**config.mk**
```make
export PLATFORM = sky130hd
export DESIGN_NAME = cpu_oam_dma
export DESIGN_NICKNAME = d
export VERILOG_FILES = /design/src/rtl/cpu_oam_dma.sv
export SDC_FILE = /design/constraint.sdc
export NUM_CORES = 1
export LEC_CHECK = 0
export CORE_MARGIN = 2
export CORE_UTILIZATION = 30
export DETAILED_ROUTE_END_ITERATION = 8
export DONT_BUFFER_PORTS = 1
export GPL_TIMING_DRIVEN = 1
export PLACE_DENSITY = 0.45
export SYNTH_ARGS = -nofsm -noshare
export SYNTH_HDL_FRONTEND = slang
export SYNTH_SLANG_ARGS = --single-unit
```
**constraint.sdc**
```tcl
create_clock -name clock -period 2.1 [get_ports clock]
set_input_delay 0.315 -clock clock [delete_from_list [all_inputs] [get_ports clock]]
set_output_delay 0.315 -clock clock [all_outputs]
set_load 0.03 [all_outputs]
```
**src/rtl/cpu_oam_dma.sv**
```systemverilog
// ---------------------------------------------------------------------------
// cpu_oam_dma : $4014 sprite-DMA engine, copies one CPU page to the OAM port
// Revision 1.0 - initial release
// ---------------------------------------------------------------------------
`default_nettype none

module cpu_oam_dma #(
   parameter logic [15:0] TRIGGER_ADDR  = 16'h4014,
   parameter logic [15:0] OAM_DATA_ADDR = 16'h2004,
   parameter int          XFER_LEN      = 256
) (
   input  logic        clock,
   input  logic        reset_n,
   input  logic        clock_en,
   input  logic [15:0] cpu_addr,
   input  logic [7:0]  cpu_w_data,
   input  logic        cpu_r_en,
   input  logic [7:0]  mem_r_data,
   output logic [15:0] mem_addr,
   output logic [7:0]  mem_w_data,
   output logic        mem_r_en,
   output logic        cpu_stall,
   output logic        dma_done
);

   localparam logic [7:0] LAST_IDX = 8'(XFER_LEN - 1);

   typedef enum logic [2:0] {
      S_IDLE  = 3'd0,
      S_HALT  = 3'd1,
      S_ALIGN = 3'd2,
      S_READ  = 3'd3,
      S_WRITE = 3'd4
   } state_t;

   state_t     state_q, state_d;
   logic [7:0] page_q, page_d;
   logic [7:0] idx_q, idx_d;
   logic       parity_q, parity_d;
   logic       dma_done_q, dma_done_d;

   always_ff @(posedge clock or negedge reset_n) begin
      if (!reset_n) begin
         state_q    <= S_IDLE;
         page_q     <= 8'h00;
         idx_q      <= 8'h00;
         parity_q   <= 1'b0;
         dma_done_q <= 1'b0;
      end else if (clock_en) begin
         state_q    <= state_d;
         page_q     <= page_d;
         idx_q      <= idx_d;
         parity_q   <= parity_d;
         dma_done_q <= dma_done_d;
      end
   end

   always_comb begin
      state_d    = state_q;
      page_d     = page_q;
      idx_d      = idx_q;
      parity_d   = ~parity_q;
      dma_done_d = 1'b0;
      mem_addr   = cpu_addr;
      mem_w_data = cpu_w_data;
      mem_r_en   = cpu_r_en;
      cpu_stall  = 1'b0;

      case (state_q)
         S_IDLE: begin
            // The trigger write still reaches memory through the pass-through.
            if (!cpu_r_en && (cpu_addr == TRIGGER_ADDR)) begin
               page_d  = cpu_w_data;
               idx_d   = 8'h00;
               state_d = S_HALT;
            end
         end
         S_HALT: begin
            cpu_stall = 1'b1;
            mem_addr  = {page_q, 8'h00};
            mem_r_en  = 1'b1;
            // Reads must land on GET (parity 0) cycles.
            state_d   = parity_q ? S_READ : S_ALIGN;
         end
         S_ALIGN: begin
            cpu_stall = 1'b1;
            mem_addr  = {page_q, 8'h00};
            mem_r_en  = 1'b1;
            state_d   = S_READ;
         end
         S_READ: begin
            cpu_stall = 1'b1;
            mem_addr  = {page_q, idx_q};
            mem_r_en  = 1'b1;
            state_d   = S_WRITE;
         end
         S_WRITE: begin
            cpu_stall  = 1'b1;
            mem_addr   = OAM_DATA_ADDR;
            mem_r_en   = 1'b0;
            mem_w_data = mem_r_data;
            if (idx_q == LAST_IDX) begin
               state_d    = S_IDLE;
               dma_done_d = 1'b1;
            end else begin
               idx_d   = idx_q + 8'd1;
               state_d = S_READ;
            end
         end
         default: state_d = S_IDLE;
      endcase
   end

   assign dma_done = dma_done_q;

endmodule

`default_nettype wire

```
==> key figures, run 1 <==
Run status
  – Status: finished, final reports clean

Worst hold path
  – Hold path endpoint: parity_q
  – HP Class: input pin to register
  – Hold Path Depth: 1
  – Min-delay src: clock_en

Power and ir drop
  – Total power: roughly 2.5 mW
  – Internal: 1.19 mW
  – Combinational power share: 65.3%
  – Sw frac: a little over half
  – Reg power frac: about a quarter
  – Part of the power in the clock network: between 10% and 20%
  – Pwr dens: 1380 mW/mm²
  – P_sw: 1.31 mW
  – Peak VDD IR: 0.460 mV
  – Leak Pwr: 0.755 nW

Critical path
  – Critical Path Fanout Max: 10
  – R2R depth: 5
  – Crit path DAT: between 1500 and 2000 ps
  – R2r setup slk: 330 ps
  – Setup crit end kind: output port
  – Reg-to-Reg End: page_q[2]
  – Critical setup path kind: register to output port
  – Startpoint Class: register
  – CP Data Required Time: 1780 ps
  – Crit Reg-Reg Startpoint: state_q[1]

Yosys
  – Top area cells in the synthesized netlist: dfrtp_1 34%, mux2_2 12%, a22o_1 6.8%
  – Post-synth ARST share: between 90% and 100%
  – Mapped Cells: 170
  – Syn_area_per_cell: slightly above 9 µm²
  – Synth area leader: dfrtp_1
  – Yosys top cell area share: roughly a third
  – Post-synth EDFFs: 0
  – Ys Warns: 0
  – Cell variety after synth: 40
  – Syn nets: slightly above 200
  – Synth Flop Type: dfrtp_1
  – Seq cells post-synth: 21
  – Mapped cell area: between 0.0015 and 0.002 mm²
  – Register area share after synthesis: 34.2%

Clock tree
  – Clk pin slew, worst setup/hold paths: 80 ps
  – CTS buffer count: 3
  – Clock Tree Buf Depth: 2
  – Clock Latency Late Sink: 260 ps
  – CTS root buffer: clkbuf_8
  – CTS tree: built
  – H-tree Lvls: 1
  – CTS sink cnt: 21
  – Post-CTS setup buffers: 0

Timing
  – Fin. max-slew vios: 0
  – Final Critical Period: between 1500 and 2000 ps
  – Worst-Margin Slew: between 900 and 1000 ps
  – Final worst path period share: about 93%
  – Hold_ws: 130 ps
  – Worst Clk Skew: 7.18 ps
  – F_max: ~510 MHz
  – Hold Vio Cnt, Final: 0
  – Final setup vio count: 0
  – RSZ-0062 raised after global routing: false
  – Fin Setup TNS: 0 ps
  – Max-slew headroom: 34.4%
  – Worst Setup Slack, final: 148 ps

Placement
  – Gpl congestion: 0.796
  – DP Wirelength: between 3 and 4 mm
  – Placement Setup Slack: 38.3 ps
  – Placed cells: 248
  – PortBufs: 0

Global route
  – Initial antenna violation count: 0
  – Vias in the first global route: 1,362
  – Gr ovfl total: 0
  – GR Layer Usage met1: 20.6%
  – Largest net degree at the start of global routing: 44
  – First-pass GRT wire length: 6.87 mm
  – Global Route met3 Usage: 4.89%
  – GRT Resource Usage Total: roughly 16%
  – Met2 Track Usage GR: 26.5%
  – GRT busiest layer: met2

Layout
  – Finished Layout Cells: 253
  – Ant. Diodes: 0
  – Layout fillers: 537
  – Proportion of layout cells with a drive suffix above 1: ~30%
  – Most common cell after layout, fill and taps aside: dfrtp_1
  – Area of the multi-input gates: 976 µm²
  – Nets: 221
  – Area growth syn-to-layout: 18.2%
  – Storage element area: 526 µm²
  – Most frequent cells in the layout: 21 x dfrtp_1, 18 x buf_4, 16 x nand3_1, 16 x mux2_2, 15 x o21ai_0

Drt
  – Initial DRT Pass Iterations: 4
  – First DRT Iteration DRCs: 48
  – DRC errors left: 0
  – Routed vias: 1,359
  – Vias per inst: 5.37
  – WL/cell: roughly 17 µm
  – Post-Route WL: 4.32 mm
  – DRT antenna net count: 0

Floorplanning
  – Top Ports: 63
  – Starting Density: 30.7%
  – Core Rows: 26
  – Die X: 75.6 µm
  – Die outline height: 75.6 µm
  – Die ar.: 0.00571 mm²
  – Core Footprint: 0.00501 mm²

Job
  – Max-cap violations: 0
power groups by stage:
stage	logic, mW	clock network, mW	registers (mW)
detailed placement	1.58	0	0.584
floorplan	1.19	0	0.555
global route	1.77	0.312	0.610
global placement	1.57	0	0.583
CTS	1.62	0.290	0.580
finish	1.63	0.274	0.595
through the flow:
step                      utilization [%]  area, µm²
final                                36.3       1820
after global routing                 36.3       1820
after CTS                            36.0       1810
after detailed placement             34.6       1730
after global placement               34.6       1730
after floorplan                         -       1540
flip-flops by register name (all words and copies together) (netlist names):
register and count:
state_q 3, parity_q 1, page_q 8, dma_done 1, idx_q 8
critical path, cell delays in order, from the launching register on:
cell	delay, ps
dfrtp_1	480
or2_4	330
o21ai_1	130
buf_4	170
a22o_2	260
cell usage after synthesis, drive strengths merged, types with 2 or more instances:
library cell and n:
a21o 2, nor3 6, nor4 2, a21oi 9, inv 4, nand2 12, mux2i 9, mux2 16
buf 4, nand3 16, clkbuf 6, a22o 14, o21ai 18, and3 2, a31oi 3, nor2 9
dfrtp 21
routing by layer:
metal | vias up | wire length (µm)
met3 | 2 | 288
met4 | 0 | 22
met5 | - | 0
met1 | 651 | 1830
li1 | 666 | -
met2 | 40 | 2180
how the worst max path moves through the flow:
stage                     start            to  slack, ps  cells past startpoint
finish               state_q[1]   mem_addr[5]        150                      4
global route         state_q[1]   mem_addr[8]         20                      5
CTS                  state_q[1]   mem_addr[5]         50                      4
detailed placement  cpu_addr[7]     page_q[2]         40                      6
global placement    cpu_addr[7]     page_q[5]         70                      6
floorplan            state_q[2]  mem_addr[10]         -5                      4
kinds of logic (layout without fill, tap and decap cells):
logic type                 Yosys count  in the layout  synth area share [%]
muxes                               25             25                  17.6
DFF                                 21             21                  34.2
buffers and inverters               15             28                  4.15
xor gates and xnor gates             2              2                  1.14
adders and majority gates            2              2                  1.46
AOI/OAI and AO/OA                   52             52                  22.7
and+or+nand+nor                     53             53                  18.8
layout make-up:
type	count	share of cell area (%)
Inverter	4	0.826
Sequential cell	21	28.9
Clock inverter	1	0.413
Multi-Input combinational cell	134	53.7
Tap cell	70	4.82
Clock buffer	3	2.27
Timing Repair Buffer	20	9.08
timing repair:
item	4_1_cts	5_1_grt
hold buffers	1	0
endpoints found under the setup margin	17	12
endpoints found under the hold margin	21	0
gates resized for setup	9	3
Power figures use the tool's default switching activity.
==> run 2, diff against run 1 <==
--- a/config.mk
+++ b/config.mk
@@ -11,6 +11,7 @@
 export DONT_BUFFER_PORTS = 1
 export GPL_TIMING_DRIVEN = 1
 export PLACE_DENSITY = 0.45
+export RECOVER_POWER = 50
 export SYNTH_ARGS = -nofsm -noshare
 export SYNTH_HDL_FRONTEND = slang
 export SYNTH_SLANG_ARGS = --single-unit
==> key figures, run 2 (synthesis results as in run 1) <==
Timing
  – Max-slew headroom: around 34%
  – Fin Setup TNS: 0 ps
  – RSZ-0062 raised after global routing: false
  – Fin. max-slew vios: 0
  – F_max: 511 MHz
  – Hold_ws: 130 ps
  – Final setup vio count: 0
  – Final Critical Period: 1960 ps
  – Worst Clk Skew: between 6 and 7 ps
  – Worst-Margin Slew: between 900 and 1000 ps
  – Hold Vio Cnt, Final: 0
  – Final worst path period share: 93.2%

Clock tree
  – Clock Latency Late Sink: 260 ps
  – CTS sink cnt: 21
  – H-tree Lvls: 1
  – CTS buffer count: 3
  – Post-CTS setup buffers: 0
  – Clk pin slew, worst setup/hold paths: 80 ps
  – CTS root buffer: clkbuf_8
  – CTS tree: built
  – Clock Tree Buf Depth: 2

Drt
  – WL/cell: approximately 17 µm
  – First DRT Iteration DRCs: 40
  – Post-Route WL: roughly 4.3 mm
  – Vias per inst: between 5 and 6
  – Initial DRT Pass Iterations: 4
  – Routed vias: 1,358
  – DRT antenna net count: 0
  – DRC errors left: 0

Layout
  – Nets: 221
  – Layout fillers: 542
  – Most common cell after layout, fill and taps aside: dfrtp_1
  – Most frequent cells in the layout: 21 x dfrtp_1, 17 x buf_4, 16 x nand3_1, 16 x mux2_2, 15 x o21ai_0
  – Largest regs: idx_q (8), page_q (8), state_q (3)
  – Area growth syn-to-layout: 16.2%
  – Proportion of layout cells with a drive suffix above 1: ~27%
  – Ant. Diodes: 0

Floorplanning
  – Die ar.: 0.00571 mm²
  – Starting Density: a little over 30%
  – Die outline height: approximately 76 µm
  – Die X: 75.6 µm
  – Core Rows: 26
  – Core Footprint: 0.00501 mm²
  – Top Ports: 63

Global route
  – Initial antenna violation count: 0
  – First-pass GRT wire length: 6.87 mm
  – Vias in the first global route: 1,362
  – Largest net degree at the start of global routing: 44
  – Gr ovfl total: 0
  – GRT Resource Usage Total: 15.9%

Worst hold path
  – HP Class: input pin to register

Power and ir drop
  – Leak Pwr: 0.751 nW
  – Pwr dens: 1390 mW/mm²
  – Peak VDD IR: between 0.4 and 0.5 mV

Placement
  – Gpl congestion: between 0.7 and 0.8
  – DP Wirelength: 3.22 mm
  – PortBufs: 0

Critical path
  – CP Data Required Time: 1780 ps
  – Crit path DAT: roughly 1600 ps
  – Setup crit end kind: output port
  – Critical Path Fanout Max: 10
  – Startpoint Class: register
  – Critical setup path kind: register to output port

Run status
  – Status: finished, final reports clean

Job
  – Max-cap violations: 0
-- run 2: repair_timing --
| action | 4_1_cts | 5_1_grt |
|---|---|---|
| cloned | 0 | 0 |
| endpoints found under the setup margin | 17 | 12 |
| hold buffers | 1 | 0 |
| endpoints found under the hold margin | 21 | 0 |
| gates resized for setup | 9 | 3 |
-- run 2: cell type report --
| class | count | area, µm² | area share [%] |
|---|---|---|---|
| Clock inverter | 1 | 7.51 | 0.420 |
| Sequential cell | 21 | 526 | 29.4 |
| Clock buffer | 3 | 41.3 | 2.31 |
| Timing Repair Buffer | 20 | 161 | 9.03 |
| Inverter | 4 | 15.0 | 0.840 |
| Tap cell | 70 | 87.6 | 4.90 |
| Multi-Input combinational cell | 134 | 948 | 53.1 |
-- run 2: final timing paths --
kind	from	to	slack, ps	cells past startpoint
worst min register to register	parity_q	parity_q	470	1
worst min-delay path	clock_en	parity_q	130	1
worst max register to register	state_q[1]	page_q[2]	240	5
min in group asynchronous	reset_n	page_q[2]	660	1
worst max-delay path	state_q[1]	mem_addr[3]	140	4
max in group asynchronous	reset_n	idx_q[3]	850	1
-- run 2: power breakdown --
part,internal [mW],switching (mW)
logic,0.578,1.04
registers,0.478,0.117
clock network,0.134,0.140
total,1.19,1.30
-- run 2: layer usage --
metal  vias up  wire length, µm  GRT usage (%)
li1        671                -              -
met1       649             1860           20.6
met2        36             2160           26.5
met3         2              295           4.89
met4         0               22           3.12
met5         -                0              0
-- run 2: critical path, cell delays in order (launching register included) --
cell and delay (ps):
dfrtp_1 480, or2_4 330, o21ai_1 130, buf_4 180, a22o_2 260
-- run 2: metrics by stage --
stage	std cells	util [%]	area (µm²)	setup slack (ps)	power, mW
final	253	35.7	1790	144	2.49
after global routing	253	35.7	1790	16.7	2.68
after CTS	253	36.0	1810	50.5	2.49
after detailed placement	248	34.6	1730	38.3	2.16
after global placement	248	34.6	1730	69.5	2.15
after floorplan	170	-	1540	-4.56	1.75
